### src/rtl/serial_master_if_pkg.sv
// rtl/serial_master_if_pkg.sv - shared state encoding, mode and bit-order constants for serial_master_if
package serial_master_if_pkg;

  typedef enum logic [2:0] {
    IDLE     = 3'd0,
    REQ      = 3'd1,
    ADDR     = 3'd2,
    ACK_WAIT = 3'd3,
    WDATA    = 3'd4,
    RDATA    = 3'd5,
    DONE     = 3'd6
  } state_t;

  localparam logic MODE_READ  = 1'b0;
  localparam logic MODE_WRITE = 1'b1;

  localparam bit BUS_LSB_FIRST = 1'b1;

  function automatic int max3(input int a, input int b, input int c);
    int m;
    m = (a > b) ? a : b;
    return (m > c) ? m : c;
  endfunction

endpackage

### src/rtl/serial_shift_reg.sv
// rtl/serial_shift_reg.sv - loadable shift register with serial out and enable-qualified serial in
module serial_shift_reg #(
  parameter int WIDTH     = 8,
  parameter bit LSB_FIRST = 1'b1
) (
  input  logic             clk,
  input  logic             rst,
  input  logic             load,
  input  logic [WIDTH-1:0] load_data,
  input  logic             shift_en,
  input  logic             shift_in,
  output logic [WIDTH-1:0] data,
  output logic [WIDTH-1:0] data_next,
  output logic             shift_out
);

  logic [WIDTH-1:0] shifted;

  always_comb begin
    if (LSB_FIRST) begin
      shifted   = {shift_in, data[WIDTH-1:1]};
      shift_out = data[0];
    end else begin
      shifted   = {data[WIDTH-2:0], shift_in};
      shift_out = data[WIDTH-1];
    end
  end

  // data_next lets the owner capture the post-shift word on the same edge
  always_comb begin
    if (load)          data_next = load_data;
    else if (shift_en) data_next = shifted;
    else               data_next = data;
  end

  always_ff @(posedge clk or posedge rst) begin
    if (rst) data <= '0;
    else     data <= data_next;
  end

endmodule

### src/rtl/serial_master_if.sv
// rtl/serial_master_if.sv - parallel request to bit-serial bus master with arbitration, ack timeout and abort
module serial_master_if
  import serial_master_if_pkg::*;
#(
  parameter int ADDR_WIDTH  = 16,
  parameter int DATA_WIDTH  = 8,
  parameter int ACK_TIMEOUT = 15
) (
  input  logic                  clk,
  input  logic                  rst,
  input  logic                  d_valid,
  output logic                  d_ready,
  input  logic                  d_mode,
  input  logic [ADDR_WIDTH-1:0] d_addr,
  input  logic [DATA_WIDTH-1:0] d_wdata,
  output logic [DATA_WIDTH-1:0] d_rdata,
  output logic                  d_err,
  output logic                  m_req,
  input  logic                  m_grant,
  output logic                  m_mode,
  output logic                  m_wdata,
  output logic                  m_wvalid,
  input  logic                  m_ack,
  input  logic                  m_rdata,
  input  logic                  m_rvalid
);

  localparam int CNT_W = $clog2(max3(ADDR_WIDTH, DATA_WIDTH, ACK_TIMEOUT + 1));
  localparam int TX_W  = ADDR_WIDTH + DATA_WIDTH;
  localparam logic [CNT_W-1:0] ADDR_LAST = CNT_W'(ADDR_WIDTH - 1);
  localparam logic [CNT_W-1:0] DATA_LAST = CNT_W'(DATA_WIDTH - 1);
  localparam logic [CNT_W-1:0] ACK_LAST  = CNT_W'(ACK_TIMEOUT - 1);

  state_t           state;
  logic [CNT_W-1:0] cnt;
  logic             mode_q;

  logic                  in_bus_phase;
  logic                  abort;
  logic                  tx_load;
  logic                  tx_shift;
  logic                  tx_sout;
  logic                  rx_shift;
  logic [DATA_WIDTH-1:0] rx_next;
  logic [TX_W-1:0]       tx_par_unused;
  logic [TX_W-1:0]       tx_next_unused;
  logic [DATA_WIDTH-1:0] rx_par_unused;
  logic                  rx_sout_unused;

  // Address and write data share one register: {wdata, addr} drains addr first
  serial_shift_reg #(.WIDTH(TX_W), .LSB_FIRST(BUS_LSB_FIRST)) u_tx (
    .clk       (clk),
    .rst       (rst),
    .load      (tx_load),
    .load_data ({d_wdata, d_addr}),
    .shift_en  (tx_shift),
    .shift_in  (1'b0),
    .data      (tx_par_unused),
    .data_next (tx_next_unused),
    .shift_out (tx_sout)
  );

  serial_shift_reg #(.WIDTH(DATA_WIDTH), .LSB_FIRST(BUS_LSB_FIRST)) u_rx (
    .clk       (clk),
    .rst       (rst),
    .load      (tx_load),
    .load_data ('0),
    .shift_en  (rx_shift),
    .shift_in  (m_rdata),
    .data      (rx_par_unused),
    .data_next (rx_next),
    .shift_out (rx_sout_unused)
  );

  always_comb begin
    in_bus_phase = (state == ADDR) || (state == ACK_WAIT) ||
                   (state == WDATA) || (state == RDATA);
    // A same-cycle ack beats the timeout; grant loss beats everything
    abort = in_bus_phase &&
            (!m_grant || ((state == ACK_WAIT) && !m_ack && (cnt == ACK_LAST)));
    tx_load  = (state == IDLE) && d_valid;
    tx_shift = 1'b0;
    if (!abort) begin
      case (state)
        REQ:      tx_shift = m_grant;
        ADDR:     tx_shift = (cnt != ADDR_LAST);
        ACK_WAIT: tx_shift = m_ack && (mode_q == MODE_WRITE);
        WDATA:    tx_shift = (cnt != DATA_LAST);
        default:  tx_shift = 1'b0;
      endcase
    end
    rx_shift = !abort && (state == RDATA) && m_rvalid;
  end

  always_ff @(posedge clk or posedge rst) begin
    if (rst) begin
      state    <= IDLE;
      cnt      <= '0;
      mode_q   <= MODE_READ;
      d_ready  <= 1'b1;
      d_rdata  <= '0;
      d_err    <= 1'b0;
      m_req    <= 1'b0;
      m_mode   <= MODE_READ;
      m_wdata  <= 1'b0;
      m_wvalid <= 1'b0;
    end else begin
      d_err    <= 1'b0;
      m_wvalid <= tx_shift;
      m_wdata  <= tx_shift & tx_sout;
      if (abort) begin
        state   <= IDLE;
        cnt     <= '0;
        d_err   <= 1'b1;
        d_ready <= 1'b1;
        m_req   <= 1'b0;
        m_mode  <= MODE_READ;
      end else begin
        case (state)
          IDLE: begin
            d_ready <= 1'b1;
            if (d_valid) begin
              state   <= REQ;
              cnt     <= '0;
              mode_q  <= d_mode;
              d_ready <= 1'b0;
              m_req   <= 1'b1;
            end
          end
          REQ: begin
            if (m_grant) begin
              state  <= ADDR;
              cnt    <= '0;
              m_mode <= mode_q;
            end
          end
          ADDR: begin
            if (cnt == ADDR_LAST) begin
              state <= ACK_WAIT;
              cnt   <= '0;
            end else begin
              cnt <= cnt + 1'b1;
            end
          end
          ACK_WAIT: begin
            if (m_ack) begin
              state <= (mode_q == MODE_WRITE) ? WDATA : RDATA;
              cnt   <= '0;
            end else begin
              cnt <= cnt + 1'b1;
            end
          end
          WDATA: begin
            if (cnt == DATA_LAST) begin
              state <= DONE;
              cnt   <= '0;
              m_req <= 1'b0;
            end else begin
              cnt <= cnt + 1'b1;
            end
          end
          RDATA: begin
            if (m_rvalid) begin
              if (cnt == DATA_LAST) begin
                state   <= DONE;
                cnt     <= '0;
                m_req   <= 1'b0;
                d_rdata <= rx_next;
              end else begin
                cnt <= cnt + 1'b1;
              end
            end
          end
          DONE: begin
            state   <= IDLE;
            cnt     <= '0;
            d_ready <= 1'b1;
            m_mode  <= MODE_READ;
          end
          default: begin
            state   <= IDLE;
            cnt     <= '0;
            d_ready <= 1'b1;
            m_req   <= 1'b0;
            m_mode  <= MODE_READ;
          end
        endcase
      end
    end
  end

endmodule

### config.mk
export PLATFORM = sky130hd
export DESIGN_NAME = serial_master_if
export DESIGN_NICKNAME = d
export VERILOG_FILES = /design/src/rtl/serial_master_if_pkg.sv /design/src/rtl/serial_shift_reg.sv /design/src/rtl/serial_master_if.sv
export SDC_FILE = /design/constraint.sdc
export NUM_CORES = 1
export LEC_CHECK = 0
export ABC_AREA = 1
export CAP_MARGIN = 0
export CORE_UTILIZATION = 29
export CTS_CLUSTER_DIAMETER = 30
export DETAILED_ROUTE_END_ITERATION = 10
export HOLD_SLACK_MARGIN = 0.03
export PLACE_DENSITY = 0.51
export RECOVER_POWER = 25
export SETUP_SLACK_MARGIN = 0.02
export SLEW_MARGIN = 15
export SYNTH_ARGS = -nofsm -noshare
export SYNTH_HDL_FRONTEND = slang
export SYNTH_SLANG_ARGS = --single-unit
### constraint.sdc
create_clock -name clk -period 2.1 [get_ports clk]
set_clock_uncertainty 0.1 [all_clocks]
set_input_delay 0.63 -clock clk [delete_from_list [all_inputs] [get_ports clk]]
set_output_delay 0.63 -clock clk [all_outputs]
set_load 0.005 [all_outputs]
# == Word level (Yosys, flattened, before mapping) ==
# Cells that the tools add are included.
# word_totals
word_cells,94
register_bits,54
out_inout_bits,14
in_bits,32
# classes
eq_ne,19
addsub,1
mux,35
reduce_logical,25
n_bitwise,2
# ops
operator,count
$mux 24,2
$mux 4,7
$pmux 4 s6,1
$mux 3,7
$pmux 3 s6,1
$mux 8,2
$ne 3x3->1 const B,4
$mux 1,11
$reduce_or 5->1,2
$eq 3x3->1 const B,3
$reduce_and 3->1,3
$eq 4x4->1 const B,2
$pmux 1 s4,2
$logic_and 1x1->1,7
$eq 3x2->1 const B,2
$ne 2x1->1 const B,3
$reduce_and 5->1,1
$add 4x1->4 const B,1
$eq 4x3->1 const B,1
$logic_or 1x1->1,4
$ne 4x3->1 const B,1
$ne 4x4->1 const B,1
$pmux 1 s2,2
$reduce_and 4->1,1
9 further kinds,11

# == Depth between registers and ports, before layout ==
# depth
ltp_word,10
depth_mapped,13
ltp_nobuf,12

# == By module ==
# From an unflattened synthesis, not the netlist that was laid out.
# unflattened
cells_unflattened,408
hier_area_um2,2981.6
# modules_own_cells
module,seq_area_each_um2,area_each_um2,cells_each,n_inst
serial_shift_reg (u_tx),600.6,1315.0,183,1
serial_master_if,551.8,1241.2,162,1
serial_shift_reg (u_rx),200.2,425.4,63,1

# == Least setup slack after synthesis ==
# OpenSTA, ideal clock, no wires.
# synth_path
path_kind,reg2reg
from,register state[1]
to,register m_mode
t_arrival_ns,1.581
setup_time_ns,0.128
t_required_ns,1.872
period_less_slack_ns,1.809
n_path_buf,0
path_stages_with_launch,8
setup_slack_ns,0.291
cell_sequence,dfrtp_1 inv_2 ha_1 inv_1 nor3_1 inv_1 a21oi_1 a21oi_1
# synth_between
elab_chain_cells,7
word_cells_on_any_way,19
cone_classes,eq/ne: 7; mux: 2; reduce/logical: 10
# synth_lines
element,line,rtl
"start, declared",serial_master_if.sv:34,state_t state;
"start signal, assigned",serial_master_if.sv:147,state <= (mode_q == MODE_WRITE) ? WDATA : RDATA;
$eq 3x2->1 (on tied branches),"serial_master_if.sv:76, serial_master_if.sv:119, serial_master_if.sv:80",
$logic_or 1x1->1 / $logic_and 1x1->1 (equally long branches) (2 in a row),"serial_master_if.sv:76, serial_master_if.sv:80",
$logic_or 1x1->1 (on tied branches),"serial_master_if.sv:77, serial_master_if.sv:80",
$logic_and 1x1->1,serial_master_if.sv:79,abort = in_bus_phase &&
$ne 3x3->1 (no line) / $ne 2x1->1 (equally long branches),n/a,
$reduce_and 2->1 (no line),n/a,
"end signal, assigned",serial_master_if.sv:134,m_mode <= mode_q;
"end, declared",serial_master_if.sv:20,"output logic m_mode,"
# Several ways; a longest one is shown, not always the timed one.
# A chain may end at the register's enable or synchronous reset.

# == Worst setup path in the final report ==
# layout_path
from,input m_ack
to,register u_rx.data[1]
# layout_between
elab_chain_cells,10
# layout_lines
element,line,rtl
"start, declared",serial_master_if.sv:23,"input logic m_ack,"
$logic_not 1->1,serial_master_if.sv:80,(!m_grant || ((state == ACK_WAIT) && !m_ack && (cnt == ACK_LAST)));
$logic_and 1x1->1 (2 in a row),serial_master_if.sv:80,
$logic_or 1x1->1,serial_master_if.sv:80,
$logic_and 1x1->1,serial_master_if.sv:79,
$logic_not 1->1,serial_master_if.sv:92,rx_shift = !abort && (state == RDATA) && m_rvalid;
$logic_and 1x1->1 (2 in a row),serial_master_if.sv:92,
$mux 8,serial_shift_reg.sv:32,else if (shift_en) data_next = shifted;
$mux 8,serial_shift_reg.sv:31,if (load) data_next = load_data;
named net rx_next[1],serial_master_if.sv:44,logic [DATA_WIDTH-1:0] rx_next;
"end signal, assigned",serial_shift_reg.sv:38,else data <= data_next;
"end, declared",serial_shift_reg.sv:12,"output logic [WIDTH-1:0] data,"
# The timed path passes the listed nets, and every way through them passes these cells.

==> report_table.html <==
<table>
<tr><th>Metric</th><th>Value</th></tr>
<tr><th colspan="2">Outcome</th></tr>
<tr><td>Run status</td><td>finished, final reports clean</td></tr>
<tr><th colspan="2">Worst setup path</th></tr>
<tr><td>R2R Path Start</td><td>cnt[0]$_DFFE_PP0P_</td></tr>
<tr><td>Classification of the worst setup path</td><td>primary input to flip-flop</td></tr>
<tr><td>Worst setup SP type</td><td>primary input</td></tr>
<tr><td>Endpoint of the lowest-slack register-to-register path</td><td>u_tx.data[8]$_DFFE_PP0P_</td></tr>
<tr><td>Maximum fanout encountered on the critical timing path</td><td>10</td></tr>
<tr><td>Critical path data arrival time</td><td>2060 ps</td></tr>
<tr><td>Worst reg-to-reg setup slack</td><td>180 ps</td></tr>
<tr><td>Endpoint type of the worst setup path</td><td>flip-flop</td></tr>
<tr><td>Termination of the worst setup path</td><td>u_rx.data[1]$_DFF_PP0_</td></tr>
<tr><td>Cell count of the worst reg-to-reg path</td><td>12</td></tr>
<tr><td>Startpoint of the worst setup timing path</td><td>m_ack</td></tr>
<tr><td>Data required time of the critical path</td><td>2190 ps</td></tr>
<tr><th colspan="2">Floorplanning</th></tr>
<tr><td>Boundary Pins</td><td>between 40 and 50</td></tr>
<tr><td>Overall die height</td><td>101 um</td></tr>
<tr><td>Initial Util</td><td>between 30% and 40%</td></tr>
<tr><td>Overall die area</td><td>10300 um^2</td></tr>
<tr><td>Standard-cell rows</td><td>35</td></tr>
<tr><td>Area of the core</td><td>approximately 9400 um^2</td></tr>
<tr><td>Die Width</td><td>101 um</td></tr>
<tr><th colspan="2">Yosys</th></tr>
<tr><td>Post-Synthesis Cell Area</td><td>2860 um^2</td></tr>
<tr><td>Syn nets</td><td>~400</td></tr>
<tr><td>Syn Inst Count</td><td>363</td></tr>
<tr><td>Average cell area after synthesis</td><td>7.88 um^2</td></tr>
<tr><td>Number of distinct standard cells referenced by the synthesized netlist</td><td>31</td></tr>
<tr><td>Register bit total from synthesis</td><td>53</td></tr>
<tr><td>Yosys warning total</td><td>0</td></tr>
<tr><td>Share of synthesized area occupied by flip-flops and latches</td><td>around 46%</td></tr>
<tr><th colspan="2">STA</th></tr>
<tr><td>Relative slew margins</td><td>56.7%</td></tr>
<tr><td>Timing-limited maximum frequency</td><td>around 510 MHz</td></tr>
<tr><td># setup viols final</td><td>0</td></tr>
<tr><td>Worst hold slack after final layout</td><td>392 ps</td></tr>
<tr><td>Period Utilization, post-route</td><td>94.0%</td></tr>
<tr><td>Number of endpoints with negative hold slack in the final report</td><td>0</td></tr>
<tr><td>Final Critical Period</td><td>1970 ps</td></tr>
<tr><td>Unrepaired setup endpoints after global routing</td><td>no</td></tr>
<tr><td>Slew at the pin closest to its max-slew limit</td><td>648 ps</td></tr>
<tr><td>Max-slew violation count</td><td>0</td></tr>
<tr><th colspan="2">Cells and area</th></tr>
<tr><td>Layout overhead on the synthesized area</td><td>29.1%</td></tr>
<tr><td>Final Instance Count excl. Fillers</td><td>560</td></tr>
<tr><td>Layout cell share with drive strength beyond 1</td><td>16.5%</td></tr>
<tr><td>Layout Nets</td><td>466</td></tr>
<tr><td>Diode count</td><td>0</td></tr>
<tr><td>Final Cell Area</td><td>3690 um^2</td></tr>
<tr><th colspan="2">Pwr</th></tr>
<tr><td>Combinational group share of total power</td><td>~50%</td></tr>
<tr><td>Internal Dissipation</td><td>2.56 mW</td></tr>
<tr><td>Overall power of the completed layout</td><td>4.46 mW</td></tr>
<tr><td>Highest ir drop seen on vdd</td><td>0.466 mV</td></tr>
<tr><td>Lkg Pwr</td><td>1.82 nW</td></tr>
<tr><td>Portion of total power attributed to sequential cells</td><td>35.7%</td></tr>
<tr><td>Power per Cell Area</td><td>1210 nW/um^2</td></tr>
<tr><td>Sw Ratio</td><td>~43%</td></tr>
<tr><td>Net switching power</td><td>1.90 mW</td></tr>
<tr><td>Clock Power Share</td><td>between 10% and 20%</td></tr>
<tr><th colspan="2">Routing</th></tr>
<tr><td>Per-cell via count in the routed design</td><td>4.40</td></tr>
<tr><td>Sum of routed wire length over all layers</td><td>6.39 mm</td></tr>
<tr><td>Total number of vias</td><td>around 2500</td></tr>
<tr><td>Detailed-router iteration count before antenna repair</td><td>4</td></tr>
<tr><td>Routed wire length per instance</td><td>11.4 um</td></tr>
<tr><td>Initial detailed-routing violation count</td><td>93</td></tr>
<tr><td>ANT nets after route</td><td>0</td></tr>
<tr><td>Number of design rule violations left after detail routing</td><td>0</td></tr>
<tr><th colspan="2">Clocking</th></tr>
<tr><td>Clk sink count</td><td>53</td></tr>
<tr><td>Hold_buf cts</td><td>0</td></tr>
<tr><td>Clk slew on worst S/H paths</td><td>100 ps</td></tr>
<tr><td>Total CTS buffers</td><td>5</td></tr>
<tr><td>Library cell used as clock root buffer</td><td>sky130_fd_sc_hd__clkbuf_8</td></tr>
<tr><td>Clock tree from TritonCTS</td><td>yes</td></tr>
<tr><td>H-Tree Level Count</td><td>2</td></tr>
<tr><td>Skew-Pair Late Insertion Delay</td><td>310 ps</td></tr>
<tr><td>Number of post-CTS setup repair buffers</td><td>0</td></tr>
<tr><td>Clock Path Buffers</td><td>2</td></tr>
<tr><th colspan="2">GRT</th></tr>
<tr><td>Overall routing resource usage</td><td>13.7%</td></tr>
<tr><td>Global-route congestion overflow total</td><td>0</td></tr>
<tr><td>Largest net degree at the start of global routing</td><td>29</td></tr>
<tr><td>Antenna violations before repair</td><td>0</td></tr>
<tr><td>Number of global-route vias before repair</td><td>2446</td></tr>
<tr><td>First-pass GRT wire length</td><td>11.2 mm</td></tr>
<tr><th colspan="2">Placement</th></tr>
<tr><td>Placed cell area</td><td>3630 um^2</td></tr>
<tr><td>Post-DP HPWL</td><td>4.91 mm</td></tr>
<tr><td>RePlAce Congestion</td><td>0.786</td></tr>
<tr><td>Placed insts</td><td>552</td></tr>
<tr><td>Number of I/O port buffers</td><td>45</td></tr>
<tr><th colspan="2">Flow run</th></tr>
<tr><td>Max Cap Viol</td><td>0</td></tr>
<tr><th colspan="2">Hold path</th></tr>
<tr><td>Worst min-delay path category</td><td>flip-flop to flip-flop</td></tr>
</table>
[cell families (layout without fill, tap and decap cells)]
group	after synthesis	after routing	share of synthesized area [%]
simple gates	235	235	37.5
flops	53	53	46.4
buf+inv	38	106	6.82
compound gates	33	33	7.56
fa+ha+maj	4	4	1.75
[what timing repair did]
action / 4_1_cts / 5_1_grt
gates cloned: 0 / 0
resized for setup: 1 / 1
hold endpoints to repair: 0 / 0
setup endpoints to repair: 1 / 3
[registers in the layout (all words and copies together) (netlist names)]
register   flops
cnt            4
d_err          1
d_rdata        8
d_ready        1
m_mode         1
m_req          1
m_wdata        1
m_wvalid       1
mode_q         1
state          3
u_rx.data      7
u_tx.data     24
[synthesized netlist by cell type (all sizes together)]
cell type | count | area [um^2]
or2 | 1 | 6.26
ha | 4 | 50.1
buf | 12 | 92.6
nand4 | 6 | 37.5
o221ai | 1 | 8.76
clkbuf | 2 | 7.51
dfstp | 1 | 26.3
nand2 | 150 | 609
a21oi | 4 | 31.3
o21ai | 27 | 169
nand3 | 42 | 228
o211ai | 1 | 7.51
dfrtp | 52 | 1300
nand3b | 1 | 7.51
nor2 | 29 | 131
nor3 | 6 | 52.6
inv | 24 | 95.1
[layout make-up]
cell class | count | area [um^2]
well taps | 129 | 161
clock buffers | 5 | 68.8
multi-input cells | 272 | 1340
repair buffers | 74 | 674
fillers | 1001 | 5720
inverters | 24 | 95.1
clock inverters | 3 | 26.3
flip-flops and latches | 53 | 1330
[cell usage in the layout, fill, tap and decap left out, types with 5 or more instances in the layout]
cell	instances
sky130_fd_sc_hd__clkdlybuf4s50_1	43
sky130_fd_sc_hd__nand4_1	6
sky130_fd_sc_hd__clkbuf_8	5
sky130_fd_sc_hd__dfrtp_1	51
sky130_fd_sc_hd__inv_1	18
sky130_fd_sc_hd__inv_2	5
sky130_fd_sc_hd__o21ai_1	6
sky130_fd_sc_hd__nand2_2	6
sky130_fd_sc_hd__o21ai_0	12
sky130_fd_sc_hd__buf_4	26
sky130_fd_sc_hd__nor2_1	26
sky130_fd_sc_hd__nand2_1	141
sky130_fd_sc_hd__nand3_1	40
sky130_fd_sc_hd__o21ai_2	9
[layer usage]
layer	global-route usage (%)	vias up	wire length (um)
met1	19.0	1118	3330
met2	22.5	42	2890
met4	2.79	0	17
met5	0	-	0
li1	-	1303	-
met3	2.35	2	152
[how the worst min path moves through the flow]
stage                           start                endpoint  slack, ps  cells after the start
6_report            m_req$_DFFE_PP0P_       m_req$_DFFE_PP0P_        390                      2
5_1_grt        d_rdata[1]$_DFFE_PP0P_  d_rdata[1]$_DFFE_PP0P_        410                      2
4_1_cts        d_rdata[1]$_DFFE_PP0P_  d_rdata[1]$_DFFE_PP0P_        400                      2
3_5_place_dp        m_req$_DFFE_PP0P_       m_req$_DFFE_PP0P_        370                      2
3_3_place_gp   d_rdata[4]$_DFFE_PP0P_  d_rdata[4]$_DFFE_PP0P_        370                      2
2_1_floorplan       m_req$_DFFE_PP0P_       m_req$_DFFE_PP0P_        360                      2
[worst max-delay path, stage by stage]
cell                              delay, ps
sky130_fd_sc_hd__clkdlybuf4s50_1        500
sky130_fd_sc_hd__inv_1                   80
sky130_fd_sc_hd__nand3_2                 80
sky130_fd_sc_hd__nand2_2                 60
sky130_fd_sc_hd__nand2_4                160
sky130_fd_sc_hd__nand2_4                120
sky130_fd_sc_hd__o21ai_0                330
sky130_fd_sc_hd__nor2_1                  90
[power by group through the flow]
stage | sequential, mW | clock (mW) | combinational (mW)
6_report | 1.59 | 0.611 | 2.26
3_5_place_dp | 1.61 | 0 | 2.29
4_1_cts | 1.59 | 0.639 | 2.29
2_1_floorplan | 1.55 | 0 | 1.60
3_3_place_gp | 1.61 | 0 | 2.27
5_1_grt | 1.64 | 0.670 | 2.59
[through the flow]
stage / setup TNS (ps) / utilization, % / setup WS, ps
final: 0 / 39.2 / 126
after global routing: 0 / 39.2 / 20.3
after CTS: 0 / 39.5 / 128
after detailed placement: -5520 / 38.5 / -205
after global placement: -4230 / 38.5 / -190
after floorplan: 0 / - / 85.4
(Power assumes the default switching activity.)
